## config.mk

```make
export PLATFORM = sky130hd
export DESIGN_NAME = mix_column_engine
export DESIGN_NICKNAME = d
export VERILOG_FILES = /design/src/rtl/aes_pkg.sv /design/src/rtl/gf_mul8.sv /design/src/rtl/mix_column_engine.sv
export SDC_FILE = /design/constraint.sdc
export NUM_CORES = 1
export LEC_CHECK = 0
export CAP_MARGIN = 20
export CORE_ASPECT_RATIO = 0.9
export CORE_MARGIN = 3
export CORE_UTILIZATION = 50
export CTS_CLUSTER_DIAMETER = 50
export DETAILED_ROUTE_END_ITERATION = 16
export PLACE_DENSITY = 0.68
export SYNTH_ARGS = -nofsm -noshare
export SYNTH_HDL_FRONTEND = slang
export SYNTH_HIERARCHICAL = 1
export SYNTH_SLANG_ARGS = --single-unit
```

## constraint.sdc

```tcl
create_clock -name clk -period 11.3 [get_ports clk]
set_input_delay 2.26 -clock clk [delete_from_list [all_inputs] [get_ports clk]]
set_output_delay 2.26 -clock clk [all_outputs]
set_load 0.005 [all_outputs]
```

## src/rtl/aes_pkg.sv

```systemverilog
// Shared AES constants, mode/FSM encodings and the xtime helper
// used by the MixColumns engine and its GF(2^8) multipliers.
package aes_pkg;

  localparam logic [7:0] AES_POLY = 8'h1B;

  typedef enum logic {
    MODE_FWD = 1'b0,
    MODE_INV = 1'b1
  } mode_e;

  typedef enum logic [1:0] {
    ST_IDLE = 2'd0,
    ST_BUSY = 2'd1,
    ST_DONE = 2'd2
  } state_e;

  // Rotation-0 coefficient row; coefficient j sits at bits [8j +: 8].
  localparam logic [31:0] FWD_COEF = 32'h01010302;
  localparam logic [31:0] INV_COEF = 32'h090D0B0E;

  function automatic logic [7:0] xtime(input logic [7:0] a);
    return {a[6:0], 1'b0} ^ (a[7] ? AES_POLY : 8'h00);
  endfunction

endpackage

```

## src/rtl/gf_mul8.sv

```systemverilog
// Combinational GF(2^8) multiplier: accumulates xtime powers of a_i
// selected by the bits of the runtime operand b_i.
module gf_mul8
  import aes_pkg::*;
(
  input  logic [7:0] a_i,
  input  logic [7:0] b_i,
  output logic [7:0] p_o
);

  always_comb begin
    logic [7:0] pow_d;
    p_o   = 8'h00;
    pow_d = a_i;
    for (int i = 0; i < 8; i++) begin
      if (b_i[i]) p_o = p_o ^ pow_d;
      pow_d = xtime(pow_d);
    end
  end

endmodule

```

## src/rtl/mix_column_engine.sv

```systemverilog
// Iterative (Inv)MixColumns engine: one column datapath reused across NCOL
// columns, one column per cycle, with a valid/ready handshake on both sides.
module mix_column_engine
  import aes_pkg::*;
#(
  parameter int NCOL = 4
) (
  input  logic              clk,
  input  logic              rst,
  input  logic              in_valid,
  output logic              in_ready,
  input  logic              mode,
  input  logic [32*NCOL-1:0] state_in,
  output logic              out_valid,
  input  logic              out_ready,
  output logic [32*NCOL-1:0] state_out
);

  localparam int CW    = (NCOL > 1) ? $clog2(NCOL) : 1;
  localparam int NSLOT = 1 << CW;

  generate
    if (NCOL < 1 || NCOL > 8) begin : g_ncol_check
      $error("mix_column_engine: NCOL must be in 1..8");
    end
  endgenerate

  state_e              state_q;
  logic [CW-1:0]       cnt_q;
  mode_e               mode_q;
  logic [32*NCOL-1:0]  in_q;
  logic [32*NCOL-1:0]  res_q;

  logic [31:0] col_slot [NSLOT];
  logic [31:0] col_d;
  logic [31:0] coef_d;
  logic [31:0] mix_d;
  logic [7:0]  prod [4][4];

  genvar gi, gk;

  // Padding slots keep the column mux index exactly CW bits wide.
  generate
    for (gi = 0; gi < NSLOT; gi++) begin : g_slot
      if (gi < NCOL) begin : g_used
        assign col_slot[gi] = in_q[32*gi +: 32];
      end else begin : g_pad
        assign col_slot[gi] = 32'h0;
      end
    end
  endgenerate

  assign col_d  = col_slot[cnt_q];
  assign coef_d = (mode_q == MODE_INV) ? INV_COEF : FWD_COEF;

  // Row r, input byte k uses coefficient (k - r) mod 4 of the rotation-0 row.
  generate
    for (gi = 0; gi < 4; gi++) begin : g_row
      for (gk = 0; gk < 4; gk++) begin : g_term
        gf_mul8 u_mul (
          .a_i (col_d[8*gk +: 8]),
          .b_i (coef_d[8*((gk - gi + 4) % 4) +: 8]),
          .p_o (prod[gi][gk])
        );
      end
      assign mix_d[8*gi +: 8] = prod[gi][0] ^ prod[gi][1] ^ prod[gi][2] ^ prod[gi][3];
    end
  endgenerate

  always_ff @(posedge clk or posedge rst) begin
    if (rst) begin
      state_q <= ST_IDLE;
      cnt_q   <= '0;
      mode_q  <= MODE_FWD;
      in_q    <= '0;
      res_q   <= '0;
    end else begin
      case (state_q)
        ST_IDLE: begin
          if (in_valid) begin
            in_q    <= state_in;
            mode_q  <= mode_e'(mode);
            cnt_q   <= '0;
            state_q <= ST_BUSY;
          end
        end
        ST_BUSY: begin
          for (int c = 0; c < NCOL; c++) begin
            if (cnt_q == CW'(c)) res_q[32*c +: 32] <= mix_d;
          end
          if (cnt_q == CW'(NCOL - 1)) begin
            cnt_q   <= '0;
            state_q <= ST_DONE;
          end else begin
            cnt_q <= cnt_q + 1'b1;
          end
        end
        ST_DONE: begin
          if (out_ready) state_q <= ST_IDLE;
        end
        default: state_q <= ST_IDLE;
      endcase
    end
  end

  assign in_ready  = (state_q == ST_IDLE);
  assign out_valid = (state_q == ST_DONE);
  assign state_out = res_q;

endmodule

```

==> results.md, run 1 <==
- The number of cells on the critical path is 12.
- Summed over all layers, the routed wires come to 81840 um.
- Subtracting the final worst setup slack from the clock period gives 4.781 ns.
- The share of synthesized area in the top cell type comes to 0.2382.
- The critical path endpoint is state_out[124].
- Measured against its own limit, the worst slew margin works out to 0.3224.
- The number of failing hold endpoints at the final stage was 0.
- The largest total area in the synthesized netlist belongs to sky130_fd_sc_hd__xnor2_1.
- The number of iterations in the first detailed-routing pass is 5.
- The share of final-layout standard cells stronger than drive strength 1 is 0.1095.
- The post-detailed-route via-to-cell ratio is 5.053.
- Together, buffers and inverters on the worst path number 2.
- The share of flip-flops with an asynchronous set or reset after synthesis is 1.000.
- By instance count, the cell type seen most on the critical path is sky130_fd_sc_hd__xnor2_1.
- For the worst-skew pair, the clock arrives at the later sink with an insertion delay of 0.56 ns.
- The routability congestion estimate from global placement is 0.8719.
- In the post-synthesis netlist, the biggest area contributors are sky130_fd_sc_hd__xnor2_1 (24%), sky130_fd_sc_hd__dfrtp_1 (20%), sky130_fd_sc_hd__nand2_1 (10%), sky130_fd_sc_hd__xor2_1 (7.1%), sky130_fd_sc_hd__mux2_4 (4.6%).
- The chip width is 275.4 um.
- The placed wire-length estimate after detailed placement is 58220 um.
- The via total after detailed routing is 24450.
- Synthesis produced a netlist whose cell count is 3672.
- Measured along the y axis, the die boundary spans 248.4 um.
- The total clock buffers created by CTS is 36.
- After filler insertion, the fill cell instance count of the layout stands at 5879.
- The total global routing track utilization is 0.2385.
- The category of the worst setup path launch point is a register.
- The total of buffers placed on input and output ports is 262.
- The number of warnings issued by yosys is 6.
- From synthesis to final layout, the design area changed by 13.31%.
- The critical path's slowest cell is sky130_fd_sc_hd__dfrtp_1.
- After detailed routing, the number of remaining DRC violations is 0.
- The total congestion overflow is 0.
- The run finished with clean final reports.
- In this run the number of H-tree levels came out at 2.
- The library cell with the highest instance count after synthesis is sky130_fd_sc_hd__xnor2_1.
- The post-synthesis area per instance is 8.891 um2.
- The number of design-rule violations left by the first detailed-router iteration is 1528.
- The synthesized design contains 0 enable-type register cells.
- The number of buffers on the longest clock path is 3.
- The type of element capturing the critical path is a register.
- The number of top-level pins is 263.
- The worst register-to-register path ends at state_out[124].
- Once the clock tree was built, the resizer swapped 0 gates to a different size.
- In the synthesized netlist the dominant register cell turns out to be sky130_fd_sc_hd__dfrtp_1.
- The initial antenna violation count is 2.
- The number of maximum-capacitance constraint violations is 0.
- STA puts the critical path data arrival time at 5.17 ns.
- The area inside the core boundary is 64410 um2.
- In the final layout, the multi-input gates occupy 25070 um2.
- The starting utilization of the core area is 0.5069.
- The worst setup path startpoint is cnt_q[1].
- The critical path goes through buf_4 -> mux4_4 -> buf_4 -> xnor2_2 -> xnor2_2 -> nand2_1 -> xnor2_1 -> xnor2_1 -> xnor2_1 -> xnor2_1 -> xnor2_1 -> o21ai_0.
- Across the routed clock network, the largest skew measured is 0.03252 ns.
- The dominant delay contributor by cell family on the critical path is XOR/XNOR gates.
- Setup repair after global routing left no endpoint under its margin.
- The worst register-to-register path begins at cnt_q[1].
- Across the whole layout, storage elements account for 6536 um2.
- For flop-to-flop paths, the worst setup slack is 6.52 ns.
- The root buffer cell chosen for the clock tree is sky130_fd_sc_hd__clkbuf_16.
- The worst-case reg-to-reg path depth is 12.
- After detailed routing, the average wire length per cell comes to 16.92 um.
- The number of hold buffers added after CTS was 0.
- Counting distinct cell types in the post-synthesis netlist gives 50.
- After clock tree synthesis, the clock-pin slew on the worst setup and hold paths is 0.06 ns.
- 0 antenna diodes ended up in the layout.
- The core occupancy in the finished layout is 0.5744.
- The buffer count from post-CTS setup fixing is 0.
- For this run, the top clock speed supported by timing is 209.2 MHz.
- In this run the cell area of the synthesized design comes to 32650 um2.
- After routing, the total negative slack on setup checks comes to 0 ns.
- Once detail routing completed, the nets flagged for antenna violations numbered 0.
- Setup violations remaining at the end of the flow were counted as 0.
- The count of pins over their slew limit was 0.
- In the final design database the tool counted 4097 nets.
- The transition time at the pin with the least slew margin is 1.016 ns.
- For the worst setup path, the data required time is 11.69 ns.
- The number of sinks on the clock net is 261.
- By count the netlist is led by sky130_fd_sc_hd__xnor2_1 (888), sky130_fd_sc_hd__nand2_1 (881), sky130_fd_sc_hd__xor2_1 (265), sky130_fd_sc_hd__dfrtp_1 (261), sky130_fd_sc_hd__clkbuf_1 (166).
- The synthesis-stage register bit count is 261.
- The number of global-route vias before repair is 23870.
- In this run the core area contains 88 standard-cell rows.
- The delay of the slowest critical-path stage is 0.79 ns.
- The proportion of synthesized chip area in sequential cells is 0.2000.
- The worst hold path class is reg -> reg.
- Entering global routing, the biggest net connects 187 pins.
- The critical path start-end classification is reg -> reg.
- TritonCTS built the clock tree.
- The share of the clock period used by the worst path is 0.4231.
- The maximum fanout along the worst path is 39.
- The die covers 68400 um2.
- The wire length of the first global-routing pass is 132700 um.
==> sequential cells by signal, summed over array words and instances (netlist names) <==
name       flops
state_q        2
in_q         128
cnt_q          2
state_out    128
mode_q         1
==> cells in the final DEF, fill, tap and decap left out, drive strengths merged, types with 16 or more instances in the layout <==
master         Yosys  final
xnor2            935    935
nand2            881    881
xor2             342    342
clkdlybuf4s50      0    262
dfrtp            261    261
conb               2    256
o21ai            130    130
mux2             130    130
nor2              99     99
mux2i             65     65
inv               56     65
xnor3             52     52
a22oi             49     49
clkbuf           166     48
a21oi             47     47
buf              138     38
o221a             34     34
nand3             33     33
o221ai            32     32
o22ai             32     32
mux4              32     32
nand2b            30     30
nor2b             16     16
a211oi            16     16
==> worst register-to-register path: cells and delay by family, from the launching register on <==
kind | cells | cell delay (ns)
muxes | 1 | 0.62
AOI/OAI and AO/OA | 1 | 0.20
xor gates and xnor gates | 7 | 1.81
buffers and inverters | 2 | 1.09
DFF | 1 | 0.79
and+or+nand+nor | 1 | 0.13
==> metrics by stage <==
stage	worst slack, ns	hold slack (ns)	area [um2]	std cells
2_1_floorplan	1.857	0.4733	33600	3926
3_3_place_gp	6.588	0.4597	35800	4775
3_5_place_dp	6.547	0.4691	35850	4777
4_1_cts	6.479	0.4817	37000	4838
5_1_grt	6.192	0.4968	37000	4838
6_report	6.519	0.4738	37000	4838
==> layout make-up <==
| class | instances | share of cell area |
|---|---|---|
| multi-input cells | 3305 | 0.6778 |
| repair buffers | 300 | 0.07968 |
| inverters | 56 | 0.005885 |
| clock inverters | 13 | 0.003551 |
| well taps | 855 | 0.02892 |
| flip-flops and latches | 261 | 0.1767 |
| clock buffers | 48 | 0.02753 |
==> metal layers <==
| layer | GRT usage | part of all wire | vias up | wire (um) |
|---|---|---|---|---|
| li1 | - | - | 12180 | - |
| met1 | 0.3361 | 0.46 | 11590 | 37920 |
| met2 | 0.3862 | 0.46 | 600 | 37770 |
| met3 | 0.04448 | 0.060 | 72 | 4928 |
| met4 | 0.04058 | 0.015 | 2 | 1209 |
| met5 | 0 | 0.00011 | - | 9 |
==> cells by family (layout without fill, tap and decap cells) <==
family | Yosys count | in the layout | synth area share
xor+xnor | 1333 | 1333 | 0.4207
simple gates | 1096 | 1096 | 0.1339
compound gates | 389 | 389 | 0.08335
buf+inv | 360 | 417 | 0.06178
flops | 261 | 261 | 0.2000
mux | 227 | 227 | 0.09845
fa+ha+maj | 4 | 4 | 0.001533
other cells | 2 | 256 | 0.0002300
==> worst min path at each step <==
stage                       start             to  slack, ns  cells past startpoint
floorplan            state_out[0]   state_out[0]       0.47                      2
global placement    state_out[50]  state_out[50]       0.46                      2
detailed placement   state_out[0]   state_out[0]       0.47                      2
CTS                  state_out[0]   state_out[0]       0.48                      2
global route        state_out[55]  state_out[55]       0.50                      2
finish              state_out[23]  state_out[23]       0.47                      2
Power of run 1 is left out: the tool's default activity adds up to more than one toggle a clock period on the data nets, which glitch-free logic cannot reach.
==> run 2, diff against run 1 <==
--- a/config.mk
+++ b/config.mk
@@ -11,7 +11,7 @@
 export CORE_UTILIZATION = 50
 export CTS_CLUSTER_DIAMETER = 50
 export DETAILED_ROUTE_END_ITERATION = 16
-export PLACE_DENSITY = 0.68
+export PLACE_DENSITY = 0.71
 export SYNTH_ARGS = -nofsm -noshare
 export SYNTH_HDL_FRONTEND = slang
 export SYNTH_HIERARCHICAL = 1
==> constraint.sdc (replaced) <==
create_clock -name clk -period 4.2 [get_ports clk]
set_input_delay 0.84 -clock clk [delete_from_list [all_inputs] [get_ports clk]]
set_output_delay 0.84 -clock clk [all_outputs]
set_load 0.005 [all_outputs]
==> results.md, run 2 (synthesis results as in run 1) <==
- The number of maximum-capacitance constraint violations is 0 (unchanged).
- The number of failing hold endpoints at the final stage is 0 (unchanged).
- The chip width was 275.4 um (unchanged).
- The area inside the core boundary is 64410 um2 (unchanged).
- The number of top-level pins is 263 (unchanged).
- The wire length of the first global-routing pass is 132900 um (+0.16%).
- The routability congestion estimate from global placement came to 0.9109 (+4.5%).
- The core occupancy in the finished layout is 0.5830 (+0.008664).
- The type of element capturing the critical path is a register.
- Traced cell by cell, the critical path runs through buf_12 -> mux4_4 -> buf_4 -> xor2_1 -> nand2_1 -> xnor3_1 -> xor3_1 -> xnor2_1 -> xnor2_1 -> xnor2_1 -> o21ai_0.
- The slowest stage of the critical path is the sky130_fd_sc_hd__mux4_4 cell.
- TritonCTS built the clock tree.
- The source-to-sink clock delay at the later pin of the worst-skew pair is 0.56 ns (about the same).
- The maximum fanout along the worst path is 25 (-36%).
- The share of final-layout standard cells stronger than drive strength 1 is 0.1231 (+0.01365).
- Setup repair after global routing left no endpoint under its margin.
- The number of nets in the layout is 4150 (+1.3%).
- The number of global-route vias before repair is 23930 (+0.28%).
- The number of buffers on the longest clock path came to 3 (unchanged).
- The initial antenna violation count is 0 (-2).
- The die boundary height is 248.4 um (unchanged).
- The number of sinks on the clock net is 261 (unchanged).
- The flow ran to the end, and the final reports show no timing, DRC or antenna violations.
- The total global routing track utilization is 0.2396 (+0.001148).
- The post-detailed-route count of antenna-violating nets was 0 (unchanged).
- The starting utilization of the core area is 0.5069 (unchanged).
- By startpoint and endpoint, the worst setup path is classified as reg -> reg.
- The via total after detailed routing was 24800 (+1.5%).
- The total congestion overflow is 0 (unchanged).
- The final critical delay including setup and external delays is 3.986 ns (-0.7945 ns).
- The placement-stage cell area is 36380 um2 (+1.5%).
- The transition time at the pin with the least slew margin was 0.9290 ns (-0.08742 ns).
- The number of iterations in the first detailed-routing pass is 5 (unchanged).
- The clock tree skew after final layout came to 0.03833 ns (+0.005806 ns).
- The placed wire-length estimate after detailed placement is 62400 um (+7.2%).
- The setup-violating endpoint count in the final report is 0 (unchanged).
- The final cell area excluding filler cells is 37550 um2 (+1.5%).
- The count of pins over their slew limit was 0 (unchanged).
- The total clock buffers created by CTS is 34 (-5.6%).
- The post-detailed-route via-to-cell ratio is 5.070 (+0.34%).
- The share of the clock period used by the worst path was 0.9491 (+0.5260).
- The required time at the endpoint of the critical path is 4.61 ns (-7.08 ns).
- The register clock-pin slew on the reported worst setup and hold paths is 0.06 ns (about the same).
- The most numerous cell on the critical path is sky130_fd_sc_hd__xnor2_1.
- The area enclosed by the die boundary is 68400 um2 (unchanged).
- The routed wire length was 83070 um (+1.5%).
- The detailed-route DRC error count is 0 (unchanged).
- The number of H-tree branching levels is 2 (unchanged).
- The average detailed-routed wire length per instance was 16.98 um (+0.38%).
- The worst endpoint data arrival time came to 4.39 ns (-0.78 ns).
- The number of design-rule violations left by the first detailed-router iteration came to 1559 (+2.0%).
- The most common library cell in the layout ignoring fill and taps is sky130_fd_sc_hd__xnor2_1.
- The library cells used most frequently in the layout, excluding fill and tap cells, are sky130_fd_sc_hd__xnor2_1 (886), sky130_fd_sc_hd__nand2_1 (881), sky130_fd_sc_hd__xor2_1 (265), sky130_fd_sc_hd__clkdlybuf4s50_1 (262), sky130_fd_sc_hd__dfrtp_1 (259).
- The peak clock frequency supported by timing came to 250.9 MHz (+20%).
- The tightest slew margin relative to the limit was 0.3807 (+0.05828).
- The delay of the slowest critical-path stage came to 0.98 ns (+0.19 ns).
- The total of buffers placed on input and output ports is 262 (unchanged).
- The antenna diode count came to 0 (unchanged).
- Relative to the synthesized area, the layout overhead comes to 15.02%.
- The post-route worst setup slack is 0.2139 ns (-6.305 ns).
- CTS placed an instance of sky130_fd_sc_hd__clkbuf_16 at the clock tree root.
- The worst hold path class is reg -> reg.
- The pin count of the biggest net entering global routing was 80 (-57%).
- STA classifies the critical path startpoint as a register.
- The placement-stage worst setup slack is 0.2193 ns (-6.328 ns).
- The standard-cell row count was 88 (unchanged).
-- run 2: changes by cell type in the layout (fill, tap and decap cells not counted), sizes merged --
cell | before | now
clkinv | 4 | 11
bufinv | 0 | 1
inv | 65 | 60
buf | 38 | 93
clkinvlp | 0 | 2
clkbuf | 48 | 42
-- run 2: repair_timing --
action | CTS | global route
resized for setup | 0 | 2
endpoints found under the setup margin | 0 | 2
buffers inserted | 0 | 0
hold buffers | 0 | 0
-- run 2: layer usage --
metal / wire length, um / vias up / global-route usage
met1: 38620 / 11700 / 0.3451
met3: 5762 / 97 / 0.04371
met4: 1819 / 0 / 0.05687
met2: 36860 / 719 / 0.3726
met5: 0 / - / 0
li1: - / 12290 / -
-- run 2: final timing paths --
kind                               start              to  slack [ns]  cells after the start
setup / recovery                cnt_q[0]   state_out[97]        0.21                     11
hold / removal             state_out[56]   state_out[56]        0.47                      2
setup reg to reg                cnt_q[0]   state_out[97]        0.21                     11
hold reg to reg            state_out[56]   state_out[56]        0.47                      2
max in group asynchronous            rst   state_out[58]        2.52                      3
min in group asynchronous            rst  state_out[106]        0.81                      2
-- run 2: critical path: cells and delay by family (launching register included) --
| family | cells | cell delay [ns] |
|---|---|---|
| XOR/XNOR | 6 | 1.63 |
| multiplexers | 1 | 0.98 |
| buffers and inverters | 2 | 0.51 |
| flip-flops | 1 | 0.40 |
| AO/OA/AOI/OAI | 1 | 0.19 |
| AND/OR/NAND/NOR | 1 | 0.08 |
-- run 2: area by class of cell --
class	instances	area, um2
clock buffer	42	940.9
clock inverter	18	220.2
fill	5728	26860
inverter	56	214.0
multi-input combinational	3305	25090
sequential	261	6536
tap	855	1070
timing repair buffer	355	3483
-- run 2: through the flow --
stage	setup TNS, ns	hold slack, ns	std cells
2_1_floorplan	-21.29	0.4733	3926
3_3_place_gp	0	0.4604	4832
3_5_place_dp	0	0.4698	4832
4_1_cts	0	0.4818	4892
5_1_grt	0	0.4985	4892
6_report	0	0.4748	4892
Power of run 2 is left out for the same reason.
==> run 3, diff against run 2 <==
--- a/config.mk
+++ b/config.mk
@@ -7,11 +7,12 @@
 export LEC_CHECK = 0
 export CAP_MARGIN = 20
 export CORE_ASPECT_RATIO = 0.9
-export CORE_MARGIN = 3
+export CORE_MARGIN = 4
 export CORE_UTILIZATION = 50
 export CTS_CLUSTER_DIAMETER = 50
 export DETAILED_ROUTE_END_ITERATION = 16
 export PLACE_DENSITY = 0.71
+export SLEW_MARGIN = 25
 export SYNTH_ARGS = -nofsm -noshare
 export SYNTH_HDL_FRONTEND = slang
 export SYNTH_HIERARCHICAL = 1
==> results.md, run 3 (synthesis results as in run 1) <==
- The flow ran to the end, and the final reports show no timing, DRC or antenna violations.
- The number of hold buffers added after CTS is 0 (unchanged).
- The number of iterations in the first detailed-routing pass is 5 (unchanged).
- The clock tree skew after final layout is 0.03811 ns (-0.0002176 ns).
- The routability congestion estimate from global placement is 0.9278 (+1.9%).
- The critical path goes through buf_12 -> mux4_4 -> buf_12 -> xnor3_1 -> nor3_1 -> a311oi_2 -> xor2_1 -> xnor2_1 -> xnor2_1 -> xnor2_1 -> xnor2_1 -> o21ai_0.
- The library cell used most frequently in the layout, excluding fill and tap cells, is sky130_fd_sc_hd__xnor2_1.
- The TritonCTS clock tree is done.
- The average detailed-routed wire length per instance is 17.49 um (+3.0%).
- The tightest slew margin relative to the limit is 0.3922 (+0.01150).
- Setup repair after global routing left no endpoint under its margin.
- The category of the worst setup path launch point is a register.
- The core occupancy in the finished layout is 0.5845 (+0.001437).
- The number of failing hold endpoints at the final stage is 0 (unchanged).
- The placed wire-length estimate after detailed placement was 63710 um (+2.1%).
- The most critical setup path has its startpoint at cnt_q[0].
- The peak clock frequency supported by timing is 250.7 MHz (about the same).
- The total congestion overflow is 0 (unchanged).
- The worst hold path endpoint is state_out[108].
- The final cell area excluding filler cells is 37650 um2 (+0.25%).
- The area enclosed by the die boundary is 69460 um2 (+1.5%).
- The number of design-rule violations left by the first detailed-router iteration is 1721 (+10%).
- The number of nets in the layout is 4163 (+0.31%).
- The post-detailed-route count of antenna-violating nets is 0 (unchanged).
- The post-cts gate resize count is 0 (unchanged).
- The register clock-pin slew on the reported worst setup and hold paths is 0.06 ns (about the same).
- The number of H-tree branching levels is 2 (unchanged).
- The number of global-route vias before repair is 24460 (+2.2%).
- The critical register-to-register path endpoint is state_out[123].
- The launching point of the worst reg2reg path is cnt_q[0].
- The cell depth of the worst min-delay path is 2 (unchanged).
- The count of pins over their slew limit is 0 (unchanged).
- From synthesis to final layout, the design area changed by 15.31%.
- The source-to-sink clock delay at the later pin of the worst-skew pair is 0.56 ns (about the same).
- On the critical path the largest part of the delay comes from XOR/XNOR gates.
- The worst endpoint data arrival time is 4.36 ns (-0.03 ns).
- The standard-cell row count is 88 (unchanged).
- The instance count after placement with tap cells included is 4842 (+0.21%).
- The required time at the endpoint of the critical path is 4.58 ns (-0.03 ns).
- The maximum fanout along the worst path is 40 (+60%).
- The library cells used most frequently in the layout, excluding fill and tap cells, are sky130_fd_sc_hd__xnor2_1 (886), sky130_fd_sc_hd__nand2_1 (881), sky130_fd_sc_hd__xor2_1 (265), sky130_fd_sc_hd__clkdlybuf4s50_1 (262), sky130_fd_sc_hd__dfrtp_1 (259).
- The share of final-layout standard cells stronger than drive strength 1 is 0.1248 (+0.001642).
- The critical path's slowest cell is sky130_fd_sc_hd__mux4_4.
- STA classifies the critical path endpoint as a register.
- The initial antenna violation count is 4 (+4).
- The transition time at the pin with the least slew margin is 0.9118 ns (-0.01726 ns).
- The delay of the slowest critical-path stage is 0.68 ns (-0.30 ns).
- The worst setup slack for register-to-register paths was 0.21 ns (about the same).
- The pin count of the biggest net entering global routing came to 72 (-10%).
- The chip width is 277.4 um (+0.73%).
- The final critical delay including setup and external delays was 3.988 ns (+0.002000 ns).
- The setup-violating endpoint count in the final report is 0 (unchanged).
- By instance count, the cell type seen most on the critical path is sky130_fd_sc_hd__xnor2_1.
- The antenna diode count was 0 (unchanged).
- The number of sinks on the clock net is 261 (unchanged).
- The critical path start-end classification is reg -> reg.
- The total buffers and inverters traversed by the critical path is 2 (unchanged).
- The worst hold path class is reg -> reg.
- The number of maximum-capacitance constraint violations was 0 (unchanged).
- The post-detailed-route via-to-cell ratio came to 5.164 (+1.9%).
- The total clock buffers created by CTS is 35 (+2.9%).
- The wire length of the first global-routing pass was 136400 um (+2.7%).
- The routed wire length came to 85740 um (+3.2%).
- The total global routing track utilization is 0.2395 (about the same).
- The worst-case reg-to-reg path depth is 12 (+1).
- The non-filler instance count after layout is 4903 (+0.22%).
- Clock tree synthesis selected as its root buffer the cell sky130_fd_sc_hd__clkbuf_16.
- The share of the clock period used by the worst path came to 0.9495 (about the same).
- The via total after detailed routing was 25320 (+2.1%).
- The launch instance of the worst min-delay path is state_out[108].
- The number of buffers on the longest clock path is 3 (unchanged).
- The number of top-level pins came to 263 (unchanged).
- The buffer count from post-CTS setup fixing is 0 (unchanged).
- The total of buffers placed on input and output ports is 262 (unchanged).
- The detailed-route DRC error count was 0 (unchanged).
- The placement-stage cell area is 36460 um2 (+0.23%).
- The area inside the core boundary is 64410 um2 (unchanged).
- The starting utilization of the core area was 0.5069 (unchanged).
- The die boundary height is 250.4 um (+0.81%).
==> run 3: changes by cell type in the layout (fill, tap and decap cells not counted), sizes merged <==
cell      change
inv           +1
clkinv        -6
buf          +10
mux4          +2
clkinvlp      +2
bufinv        +1
clkbuf        +1
==> run 3: cell type report <==
class	instances	area, um2
flip-flops and latches	261	6536
clock inverters	16	190.2
fillers	5673	26770
well taps	855	1070
repair buffers	365	3566
multi-input cells	3307	25130
inverters	56	214.0
clock buffers	43	935.9
==> run 3: worst max path at each step <==
stage	to	slack, ns	cells after the start
after floorplan	cnt_q[0]	-0.08	1
after global placement	state_out[125]	0.30	12
after detailed placement	state_out[125]	0.23	12
after CTS	state_out[115]	0.22	12
after global routing	state_out[123]	0.02	12
final	state_out[123]	0.21	12
==> run 3: through the flow <==
| stage | hold WS, ns | setup WS [ns] | setup TNS (ns) |
|---|---|---|---|
| 6_report | 0.4738 | 0.2119 | 0 |
| 5_1_grt | 0.4972 | 0.02378 | 0 |
| 4_1_cts | 0.4818 | 0.2158 | 0 |
| 3_5_place_dp | 0.4694 | 0.2298 | 0 |
| 3_3_place_gp | 0.4614 | 0.3039 | 0 |
| 2_1_floorplan | 0.4733 | -0.08156 | -21.29 |
==> run 3: worst reg2reg max path: stages (launching register included) <==
cell	delay, ns
sky130_fd_sc_hd__dfrtp_2	0.40
sky130_fd_sc_hd__buf_12	0.22
sky130_fd_sc_hd__mux4_4	0.70
sky130_fd_sc_hd__buf_12	0.24
sky130_fd_sc_hd__xnor3_1	0.42
sky130_fd_sc_hd__nor3_1	0.20
sky130_fd_sc_hd__a311oi_2	0.08
sky130_fd_sc_hd__xor2_1	0.20
sky130_fd_sc_hd__xnor2_1	0.19
sky130_fd_sc_hd__xnor2_1	0.20
sky130_fd_sc_hd__xnor2_1	0.16
sky130_fd_sc_hd__xnor2_1	0.60
sky130_fd_sc_hd__o21ai_0	0.21
==> run 3: metal layers <==
metal / track usage / up-vias / part of all wire
met5: 0 / - / 0.00035
met4: 0.04890 / 6 / 0.019
met3: 0.04800 / 96 / 0.077
met2: 0.3850 / 792 / 0.45
met1: 0.3370 / 12110 / 0.46
li1: - / 12320 / -
Power of run 3 is left out for the same reason.
